### src/rtl/seq_pattern_detector_if.sv
// Serial pattern detector bus: stream, configuration and result signals.
// clk and reset stay plain ports on the detector itself.
interface seq_pattern_detector_if #(
  parameter int MAX_LEN = 8,
  parameter int CNT_W   = 8
);
  localparam int LEN_W = $clog2(MAX_LEN + 1);

  logic               a;
  logic               a_valid;
  logic               load;
  logic [MAX_LEN-1:0] pat_in;
  logic [LEN_W-1:0]   len_in;
  logic               ovl_in;
  logic               clr_cnt;
  logic               w;
  logic [CNT_W-1:0]   count;
  logic               cfg_err;

  modport master (
    output a, a_valid, load,
    output pat_in, len_in, ovl_in,
    output clr_cnt,
    input  w, count, cfg_err
  );

  modport slave (
    input  a, a_valid, load,
    input  pat_in, len_in, ovl_in,
    input  clr_cnt,
    output w, count, cfg_err
  );
endinterface

### src/rtl/seq_pattern_detector.sv
// Runtime-loadable serial pattern detector with overlap control
// and a saturating match counter; resets to "101" with overlap.
module seq_pattern_detector #(
  parameter int MAX_LEN = 8,
  parameter int CNT_W   = 8
) (
  input logic clk,
  input logic reset,
  seq_pattern_detector_if.slave bus
);
  localparam int LEN_W = $clog2(MAX_LEN + 1);
  localparam logic [LEN_W-1:0] LEN_MAX = LEN_W'(MAX_LEN);
  localparam logic [LEN_W-1:0] LEN_RST = LEN_W'(3);
  localparam logic [MAX_LEN-1:0] PAT_RST = MAX_LEN'(3'b101);

  logic [MAX_LEN-1:0] pat, pat_n;
  logic [LEN_W-1:0]   len, len_n;
  logic               ovl, ovl_n;
  logic [MAX_LEN-1:0] hist, hist_n;
  logic [LEN_W-1:0]   fill, fill_n;
  logic               w_q, w_n;
  logic [CNT_W-1:0]   cnt, cnt_n;
  logic               err_q, err_n;

  logic [MAX_LEN-1:0] shifted;
  logic [MAX_LEN-1:0] mask;
  logic [LEN_W-1:0]   fill_inc;
  logic               hit;
  logic               legal;

  always_ff @(posedge clk) begin
    if (reset) begin
      pat   <= PAT_RST;
      len   <= LEN_RST;
      ovl   <= 1'b1;
      hist  <= '0;
      fill  <= '0;
      w_q   <= 1'b0;
      cnt   <= '0;
      err_q <= 1'b0;
    end else begin
      pat   <= pat_n;
      len   <= len_n;
      ovl   <= ovl_n;
      hist  <= hist_n;
      fill  <= fill_n;
      w_q   <= w_n;
      cnt   <= cnt_n;
      err_q <= err_n;
    end
  end

  always_comb begin
    shifted  = {hist[MAX_LEN-2:0], bus.a};
    fill_inc = (fill < len) ? fill + LEN_W'(1) : len;
    mask     = '0;
    // only the low len bits of the history take part in the compare
    for (int i = 0; i < MAX_LEN; i++) begin
      mask[i] = (LEN_W'(i) < len);
    end
    hit   = bus.a_valid && !bus.load &&
            (fill_inc == len) &&
            (((shifted ^ pat) & mask) == '0);
    legal = (bus.len_in != '0) && (bus.len_in <= LEN_MAX);
  end

  always_comb begin
    pat_n  = pat;
    len_n  = len;
    ovl_n  = ovl;
    hist_n = hist;
    fill_n = fill;
    w_n    = 1'b0;
    cnt_n  = cnt;
    err_n  = 1'b0;

    if (bus.load) begin
      if (legal) begin
        pat_n  = bus.pat_in;
        len_n  = bus.len_in;
        ovl_n  = bus.ovl_in;
        hist_n = '0;
        fill_n = '0;
      end else begin
        err_n = 1'b1;
      end
    end else if (bus.a_valid) begin
      hist_n = shifted;
      fill_n = (hit && !ovl) ? '0 : fill_inc;
      w_n    = hit;
    end

    if (bus.clr_cnt) begin
      cnt_n = hit ? CNT_W'(1) : '0;
    end else if (hit && (cnt != '1)) begin
      cnt_n = cnt + CNT_W'(1);
    end
  end

  assign bus.w       = w_q;
  assign bus.count   = cnt;
  assign bus.cfg_err = err_q;
endmodule

### src/flat_wrapper.sv
// flat-port wrapper written by rule: the top's interface ports become plain ports
module seq_pattern_detector_flat 
#(
  parameter int MAX_LEN = 8,
  parameter int CNT_W   = 8
)
  (clk, reset, bus_a, bus_a_valid, bus_load, bus_pat_in, bus_len_in, bus_ovl_in, bus_clr_cnt, bus_w, bus_count, bus_cfg_err);
  seq_pattern_detector_if #(.MAX_LEN(MAX_LEN), .CNT_W(CNT_W)) bus_i ();
  input logic clk;
  input logic reset;
  input wire logic [$bits(bus_i.a)-1:0] bus_a;
  input wire logic [$bits(bus_i.a_valid)-1:0] bus_a_valid;
  input wire logic [$bits(bus_i.load)-1:0] bus_load;
  input wire logic [$bits(bus_i.pat_in)-1:0] bus_pat_in;
  input wire logic [$bits(bus_i.len_in)-1:0] bus_len_in;
  input wire logic [$bits(bus_i.ovl_in)-1:0] bus_ovl_in;
  input wire logic [$bits(bus_i.clr_cnt)-1:0] bus_clr_cnt;
  output wire logic [$bits(bus_i.w)-1:0] bus_w;
  output wire logic [$bits(bus_i.count)-1:0] bus_count;
  output wire logic [$bits(bus_i.cfg_err)-1:0] bus_cfg_err;
  assign bus_i.a = bus_a;
  assign bus_i.a_valid = bus_a_valid;
  assign bus_i.load = bus_load;
  assign bus_i.pat_in = bus_pat_in;
  assign bus_i.len_in = bus_len_in;
  assign bus_i.ovl_in = bus_ovl_in;
  assign bus_i.clr_cnt = bus_clr_cnt;
  assign bus_w = bus_i.w;
  assign bus_count = bus_i.count;
  assign bus_cfg_err = bus_i.cfg_err;
  seq_pattern_detector #(.MAX_LEN(MAX_LEN), .CNT_W(CNT_W)) u_core (.clk(clk), .reset(reset), .bus(bus_i));
endmodule
### config.mk
export PLATFORM = sky130hd
export DESIGN_NAME = seq_pattern_detector_flat
export DESIGN_NICKNAME = d
export VERILOG_FILES = /design/src/rtl/seq_pattern_detector_if.sv /design/src/rtl/seq_pattern_detector.sv /design/src/flat_wrapper.sv
export SDC_FILE = /design/constraint.sdc
export NUM_CORES = 1
export LEC_CHECK = 0
export ABC_CLOCK_PERIOD_IN_PS = 3300
export BUFFER_PORTS_ARGS = -buffer_cell sky130_fd_sc_hd__buf_2
export CELL_PAD_IN_SITES_DETAIL_PLACEMENT = 1
export CELL_PAD_IN_SITES_GLOBAL_PLACEMENT = 2
export CORE_ASPECT_RATIO = 1.4
export CORE_MARGIN = 5
export CORE_UTILIZATION = 35
export DETAILED_ROUTE_END_ITERATION = 8
export PLACE_DENSITY = 0.92
export SLEW_MARGIN = 20
export SYNTH_ARGS = -nofsm -noshare
export SYNTH_HDL_FRONTEND = slang
export SYNTH_SLANG_ARGS = --single-unit
### constraint.sdc
create_clock -name clk -period 3.3 [get_ports clk]
set_clock_uncertainty 0.15 [all_clocks]
set_input_delay 0 -clock clk [delete_from_list [all_inputs] [get_ports clk]]
set_output_delay 0 -clock clk [all_outputs]
set_load 0.1 [all_outputs]
# Word level (Yosys, flattened, before mapping)

Cells that the tools add are included.
Widths: inputs -> output; s select.

Word-level logic and storage cells: 55
Flip-flop bits (word level): 34
Bits of input ports: 19

Bitwise gates (word level): 4
Eq/ne operators: 3
Reductions and logical operators: 16
Add/sub/neg operators: 2
Muxes and demuxes: 12
Magnitude comparators: 10

Operators by type and width:

| cell                | count |
|---|---|
| $mux 7              | 3 |
| $mux 4              | 5 |
| $lt 3x4->1 const A  | 4 |
| $mux 8              | 2 |
| $add 8x1->8 const B | 1 |
| $and 8x8->8         | 1 |
| $logic_not 8->1     | 1 |
| $lt 1x4->1 const A  | 2 |
| $lt 2x4->1 const A  | 2 |
| $ne 8x8->1 const B  | 1 |
| $xor 8x8->8         | 1 |
| $logic_and 1x1->1   | 6 |
| $add 4x1->4 const B | 1 |
| $eq 4x4->1          | 1 |
| $le 4x4->1 const B  | 1 |
| $lt 4x4->1          | 1 |
| $reduce_and 2->1    | 2 |
| $reduce_bool 2->1   | 2 |
| $reduce_bool 4->1   | 1 |
| $reduce_or 3->1     | 1 |
| $logic_not 1->1     | 2 |
| $mux 1              | 2 |
| $ne 2x1->1 const B  | 1 |
| $not 1->1           | 2 |
| $reduce_or 2->1     | 1 |

# Depth between registers and ports, before layout

Word-level depth: 9
Gate-level depth with buffers: 9
Gate-level depth less buffers: 7

# Least setup slack after synthesis

Ideal clock, no wire load.

Kind: reg-to-reg
From: register u_core.cnt[0], in the netlist u_core.bus.count[0]
To: register u_core.cnt[0], in the netlist u_core.bus.count[0]
Library setup time: 0.130 ns
Data required time: 3.020 ns
Arrival: 2.137 ns
Cell stages (with the launch flop): 8
Clock period less this slack: 2.417 ns
Buffers on the path: 1
Path slack: 0.883 ns
Cells stage by stage: dfxtp_1 ha_1 and3_1 and3_1 clkbuf_1 nor2_1 o21bai_1 a21oi_1

Cells in the longest elaborated chain, start to end: 3

Ends and longest elaborated chain:

| what                                               | line                                                   | text |
|---|---|---|
| start, declared                                    | seq_pattern_detector.sv:22                             | `logic [CNT_W-1:0] cnt, cnt_n;` |
| start signal, assigned                             | seq_pattern_detector.sv:48                             | `cnt <= cnt_n;` |
| $add 8x1->8 / $ne 8x8->1 (equally long branches)   | seq_pattern_detector.sv:96, seq_pattern_detector.sv:95 |  |
| $mux 8 / $logic_and 1x1->1 (equally long branches) | seq_pattern_detector.sv:95                             | `end else if (hit && (cnt != '1)) begin` |
| $mux 8 / $reduce_bool 2->1 (equally long branches) | --                                                     |  |

Several ways; a longest one is shown, not always the timed one. The select of a mux whose other input is x is not followed.
A chain may end at the register's enable or synchronous reset.

# Final worst setup path

From: register u_core.len[3]
To: register u_core.cnt[3], in the netlist u_core.bus.count[3]

Cells in the longest elaborated chain, start to end: 7

Ends and longest elaborated chain:

| what                                   | line                       | text |
|---|---|---|
| start, declared                        | seq_pattern_detector.sv:17 | `logic [LEN_W-1:0] len, len_n;` |
| start signal, assigned                 | seq_pattern_detector.sv:43 | `len <= len_n;` |
| $lt 4x4->1                             | seq_pattern_detector.sv:55 | `fill_inc = (fill < len) ? fill + LEN_W'(1) : len;` |
| $mux 4                                 | seq_pattern_detector.sv:55 |  |
| $eq 4x4->1                             | seq_pattern_detector.sv:62 | `(fill_inc == len) &&` |
| $logic_and 1x1->1                      | seq_pattern_detector.sv:61 | `hit = bus.a_valid && !bus.load &&` |
| $logic_and 1x1->1 (*)                  | seq_pattern_detector.sv:62 |  |
| $logic_and 1x1->1 (*)                  | seq_pattern_detector.sv:95 |  |
| $reduce_bool 2->1 (no source line) (*) | --                         |  |

Every way passes the cells marked *; elsewhere a longest branch is shown, timed or not.

==> flow_summary.html <==
<table>
<tr><th>Metric</th><th>Value</th></tr>
<tr><th colspan="2">Detailed routing</th></tr>
<tr><td>Number of optimization iterations in the first detailed-route pass</td><td>4</td></tr>
<tr><td>Iteration-0 DRC Markers</td><td>67</td></tr>
<tr><td>Mean routed wirelength per cell</td><td>14.7 µm</td></tr>
<tr><td>Via count</td><td>between 1,500 and 2,000</td></tr>
<tr><td>Final routed DRC violation total</td><td>0</td></tr>
<tr><td>WL final</td><td>between 4 and 5 mm</td></tr>
<tr><td>Number of antenna-violating nets in the routed design</td><td>0</td></tr>
<tr><td>Vias/cell</td><td>5.21</td></tr>
<tr><th colspan="2">Clocking</th></tr>
<tr><td>TritonCTS clock tree</td><td>yes</td></tr>
<tr><td>Clock-pin transition on the worst setup and hold timing paths</td><td>about 70 ps</td></tr>
<tr><td>Sink Count</td><td>34</td></tr>
<tr><td>Master cell of the clock root buffer</td><td>sky130_fd_sc_hd__clkbuf_8</td></tr>
<tr><td>Maximum number of buffers from clock root to sink</td><td>2</td></tr>
<tr><td>Number of instances resized during post-cts repair</td><td>0</td></tr>
<tr><td>TritonCTS buffer count</td><td>5</td></tr>
<tr><td>Clk_lat worst skew</td><td>about 280 ps</td></tr>
<tr><td>Number of H-tree levels</td><td>2</td></tr>
<tr><th colspan="2">Power and ir drop</th></tr>
<tr><td>Total power</td><td>between 800 and 900 µW</td></tr>
<tr><td>Leak</td><td>around 0.0008 µW</td></tr>
<tr><td>Worst ir drop on vdd</td><td>between 0.2 and 0.3 mV</td></tr>
<tr><td>Power density cells</td><td>406 nW/µm²</td></tr>
<tr><th colspan="2">STA</th></tr>
<tr><td>Hold violation count in the final report</td><td>0</td></tr>
<tr><td>Number of max-slew violations in the final report</td><td>0</td></tr>
<tr><td>RSZ-0062 raised after global routing</td><td>false</td></tr>
<tr><td>Transition time at the pin with the least slew margin</td><td>~600 ps</td></tr>
<tr><td>Post-route minimum period</td><td>about 2600 ps</td></tr>
<tr><td>Minimum setup slack in the final design</td><td>around 700 ps</td></tr>
<tr><td>Period utilization</td><td>about 79%</td></tr>
<tr><td>Max Clock Freq</td><td>approximately 380 MHz</td></tr>
<tr><td>Worst max-slew margin expressed relative to the limit</td><td>about 60%</td></tr>
<tr><td>Sum of negative setup slack</td><td>0 ps</td></tr>
<tr><td>Endpoints failing setup</td><td>0</td></tr>
<tr><td>Tightest hold margin</td><td>a little under 10 ps</td></tr>
<tr><th colspan="2">Setup path</th></tr>
<tr><td>FF-to-FF Start</td><td>u_core.len[3]</td></tr>
<tr><td>Data required time at the worst endpoint</td><td>about 3400 ps</td></tr>
<tr><td>Critical Path End Type</td><td>flip-flop</td></tr>
<tr><td>Worst setup startpoint</td><td>u_core.len[3]</td></tr>
<tr><td>Arrival @ worst endpoint</td><td>about 2700 ps</td></tr>
<tr><td>Kind of launch point of the worst setup path</td><td>flip-flop</td></tr>
<tr><td>WS Path Type</td><td>reg2reg</td></tr>
<tr><td>Crit Path Max Fanout</td><td>18</td></tr>
<tr><th colspan="2">Floorplan</th></tr>
<tr><td>Row count</td><td>30</td></tr>
<tr><td>Die width</td><td>between 70 and 80 µm</td></tr>
<tr><td>Die area</td><td>around 6600 µm²</td></tr>
<tr><td>Boundary Pins</td><td>29</td></tr>
<tr><td>Core area</td><td>slightly below 5000 µm²</td></tr>
<tr><td>Initial core utilization</td><td>a little over a third</td></tr>
<tr><td>Vert. Die Dim</td><td>94.1 µm</td></tr>
<tr><th colspan="2">Layout</th></tr>
<tr><td>Area growth, synth to finish</td><td>24.4%</td></tr>
<tr><td>Total number of nets in the final design</td><td>between 200 and 300</td></tr>
<tr><td>Total inserted antenna cells</td><td>0</td></tr>
<tr><td>Number of standard cells in the layout, taps in and fillers out</td><td>roughly 320</td></tr>
<tr><td>Layout cells sized above 1</td><td>16.2%</td></tr>
<tr><th colspan="2">Place</th></tr>
<tr><td>Post-placement cell count</td><td>300</td></tr>
<tr><td>Half-perimeter wire length after placement</td><td>3.31 mm</td></tr>
<tr><td>Pre-CTS setup slack</td><td>703 ps</td></tr>
<tr><td>Port Buffers</td><td>28</td></tr>
<tr><td>GPL Wtd Cong</td><td>about 0.8</td></tr>
<tr><th colspan="2">Global routing</th></tr>
<tr><td>Global-route wire length before repair</td><td>between 7 and 8 mm</td></tr>
<tr><td>GRT Resource Usage Total</td><td>between 10% and 20%</td></tr>
<tr><td>Largest net degree at the start of global routing</td><td>29</td></tr>
<tr><td>Total congestion overflow</td><td>0</td></tr>
<tr><td>Initial antenna violation count</td><td>0</td></tr>
<tr><td>Via count of the first global-routing pass</td><td>approximately 1,700</td></tr>
<tr><th colspan="2">Yosys</th></tr>
<tr><td>Flip-flop and latch count after synthesis</td><td>34</td></tr>
<tr><td>Count of unique library cells instantiated by Yosys</td><td>43</td></tr>
<tr><td>Number of standard cells after synthesis</td><td>218</td></tr>
<tr><td>Synth Flop Type</td><td>sky130_fd_sc_hd__dfxtp_1</td></tr>
<tr><td>Synthesized Nets</td><td>roughly 240</td></tr>
<tr><td>Post-synthesis cell area</td><td>between 1500 and 2000 µm²</td></tr>
<tr><td>Share of synthesized flip-flops with an asynchronous set or reset</td><td>0%</td></tr>
<tr><td>Count of flip-flops with a built-in enable after synthesis</td><td>0</td></tr>
<tr><td>Per-instance average area after synthesis</td><td>between 8 and 9 µm²</td></tr>
<tr><td>Proportion of synthesized chip area in sequential cells</td><td>between 30% and 40%</td></tr>
<tr><td>Synthesis Warnings</td><td>0</td></tr>
<tr><th colspan="2">Job</th></tr>
<tr><td>Max Cap Violations</td><td>0</td></tr>
<tr><th colspan="2">Worst hold path</th></tr>
<tr><td>Hold path start</td><td>reset</td></tr>
<tr><td>Worst min-delay path category</td><td>in2reg</td></tr>
<tr><th colspan="2">Run status</th></tr>
<tr><td>Result of the run</td><td>complete, no violations</td></tr>
</table>
==> path summary, 6_finish.rpt <==
kind,depth (start not counted),endpoint,slack (ps)
setup / recovery,7,u_core.bus.count[3],690
hold reg to reg,2,u_core.pat[3],330
setup reg to reg,7,u_core.bus.count[3],690
hold / removal,2,u_core.bus.w,10
==> final cells by class <==
class,count,area (µm²)
Clock buffer,6,82.6
Timing Repair Buffer,47,325
Fill cell,622,2680
Inverter,7,26.3
Tap cell,64,80.1
Sequential cell,34,681
Multi-Input combinational cell,165,1000
==> per-stage QoR <==
step                      utilization [%]  cell area, µm²
final                                45.1            2200
after global routing                 45.1            2200
after CTS                            45.1            2200
after detailed placement             39.9            1950
after global placement               39.9            1950
after floorplan                         -            1770
==> where the power goes <==
part           internal [µW]  switching, µW
sequential               425           17.1
combinational           63.9           81.6
clock                    161            144
==> state kept, by name (all words and copies together), names as in the netlist <==
name	flops
u_core.bus.count	8
u_core.pat	8
u_core.hist	7
u_core.fill	4
u_core.len	4
u_core.bus.cfg_err	1
u_core.bus.w	1
u_core.ovl	1
==> synthesized netlist by cell type (2+ instances only) <==
library cell               number  area (µm²)
sky130_fd_sc_hd__nand2_1       40         150
sky130_fd_sc_hd__o31ai_1        3        22.5
sky130_fd_sc_hd__inv_1          7        26.3
sky130_fd_sc_hd__ha_1           5        62.6
sky130_fd_sc_hd__nor3_1         4        20.0
sky130_fd_sc_hd__a21oi_1       25         125
sky130_fd_sc_hd__nand3_1       11        55.1
sky130_fd_sc_hd__o21ai_0        9        45.0
sky130_fd_sc_hd__dfxtp_1       34         681
sky130_fd_sc_hd__nand2b_1       3        18.8
sky130_fd_sc_hd__nand3b_1       5        37.5
sky130_fd_sc_hd__buf_2          2        10.0
sky130_fd_sc_hd__nor2_1         8        30.0
sky130_fd_sc_hd__or3_1          2        12.5
sky130_fd_sc_hd__nor2b_1        3        18.8
sky130_fd_sc_hd__xnor2_1       13         114
sky130_fd_sc_hd__nor3b_1        2        15.0
sky130_fd_sc_hd__or4_1          3        22.5
sky130_fd_sc_hd__o41ai_1        2        17.5
sky130_fd_sc_hd__o22ai_1        4        25.0
sky130_fd_sc_hd__clkbuf_1       8        30.0
sky130_fd_sc_hd__a31oi_1        2        12.5
sky130_fd_sc_hd__and3_1         3        18.8
==> critical path: stages, from the launching register on <==
cell,delay (ps)
sky130_fd_sc_hd__dfxtp_1,510
sky130_fd_sc_hd__inv_1,170
sky130_fd_sc_hd__ha_1,330
sky130_fd_sc_hd__nand2_1,70
sky130_fd_sc_hd__o21ai_2,380
sky130_fd_sc_hd__o211ai_4,240
sky130_fd_sc_hd__or4_1,540
sky130_fd_sc_hd__a21oi_1,150
==> layer usage <==
| metal | part of all wire, % | global-route usage (%) | wire length (µm) |
|---|---|---|---|
| met4 | 2.0 | 5.75 | 97 |
| met1 | 40 | 15.3 | 1910 |
| met3 | 3.2 | 3.21 | 151 |
| met2 | 55 | 28.3 | 2600 |
| met5 | 0 | 0 | 0 |
==> logic make-up (layout without fill, tap and decap cells) <==
logic type,count (synthesis),in the layout,synth area share [%]
fa+ha+maj,5,5,3.54
simple gates,90,90,25.9
flops,34,34,38.5
buf+inv,19,60,4.67
xor+xnor,15,15,7.86
compound gates,55,55,19.5
==> placed cells by master, fill, tap and decap left out, drive strengths merged, types with 3 or more instances in the layout <==
| cell type | Yosys | routed |
|---|---|---|
| dfxtp | 34 | 34 |
| nand3 | 11 | 11 |
| clkbuf | 9 | 6 |
| o22ai | 4 | 4 |
| nor3 | 4 | 4 |
| o31ai | 3 | 3 |
| xnor2 | 13 | 13 |
| nand2 | 40 | 40 |
| nor2b | 3 | 3 |
| a21oi | 25 | 25 |
| dlygate4sd3 | 0 | 17 |
| nor2 | 8 | 8 |
| buf | 3 | 30 |
| inv | 7 | 7 |
| nand3b | 5 | 5 |
| and3 | 3 | 3 |
| nand2b | 3 | 3 |
| o21ai | 10 | 10 |
| ha | 5 | 5 |
| or4 | 3 | 3 |
==> timing repair <==
action                    in CTS  in global routing
buffers inserted               0                  0
hold buffers                  17                  0
hold endpoints to repair      23                  0
Power figures use the tool's default switching activity.
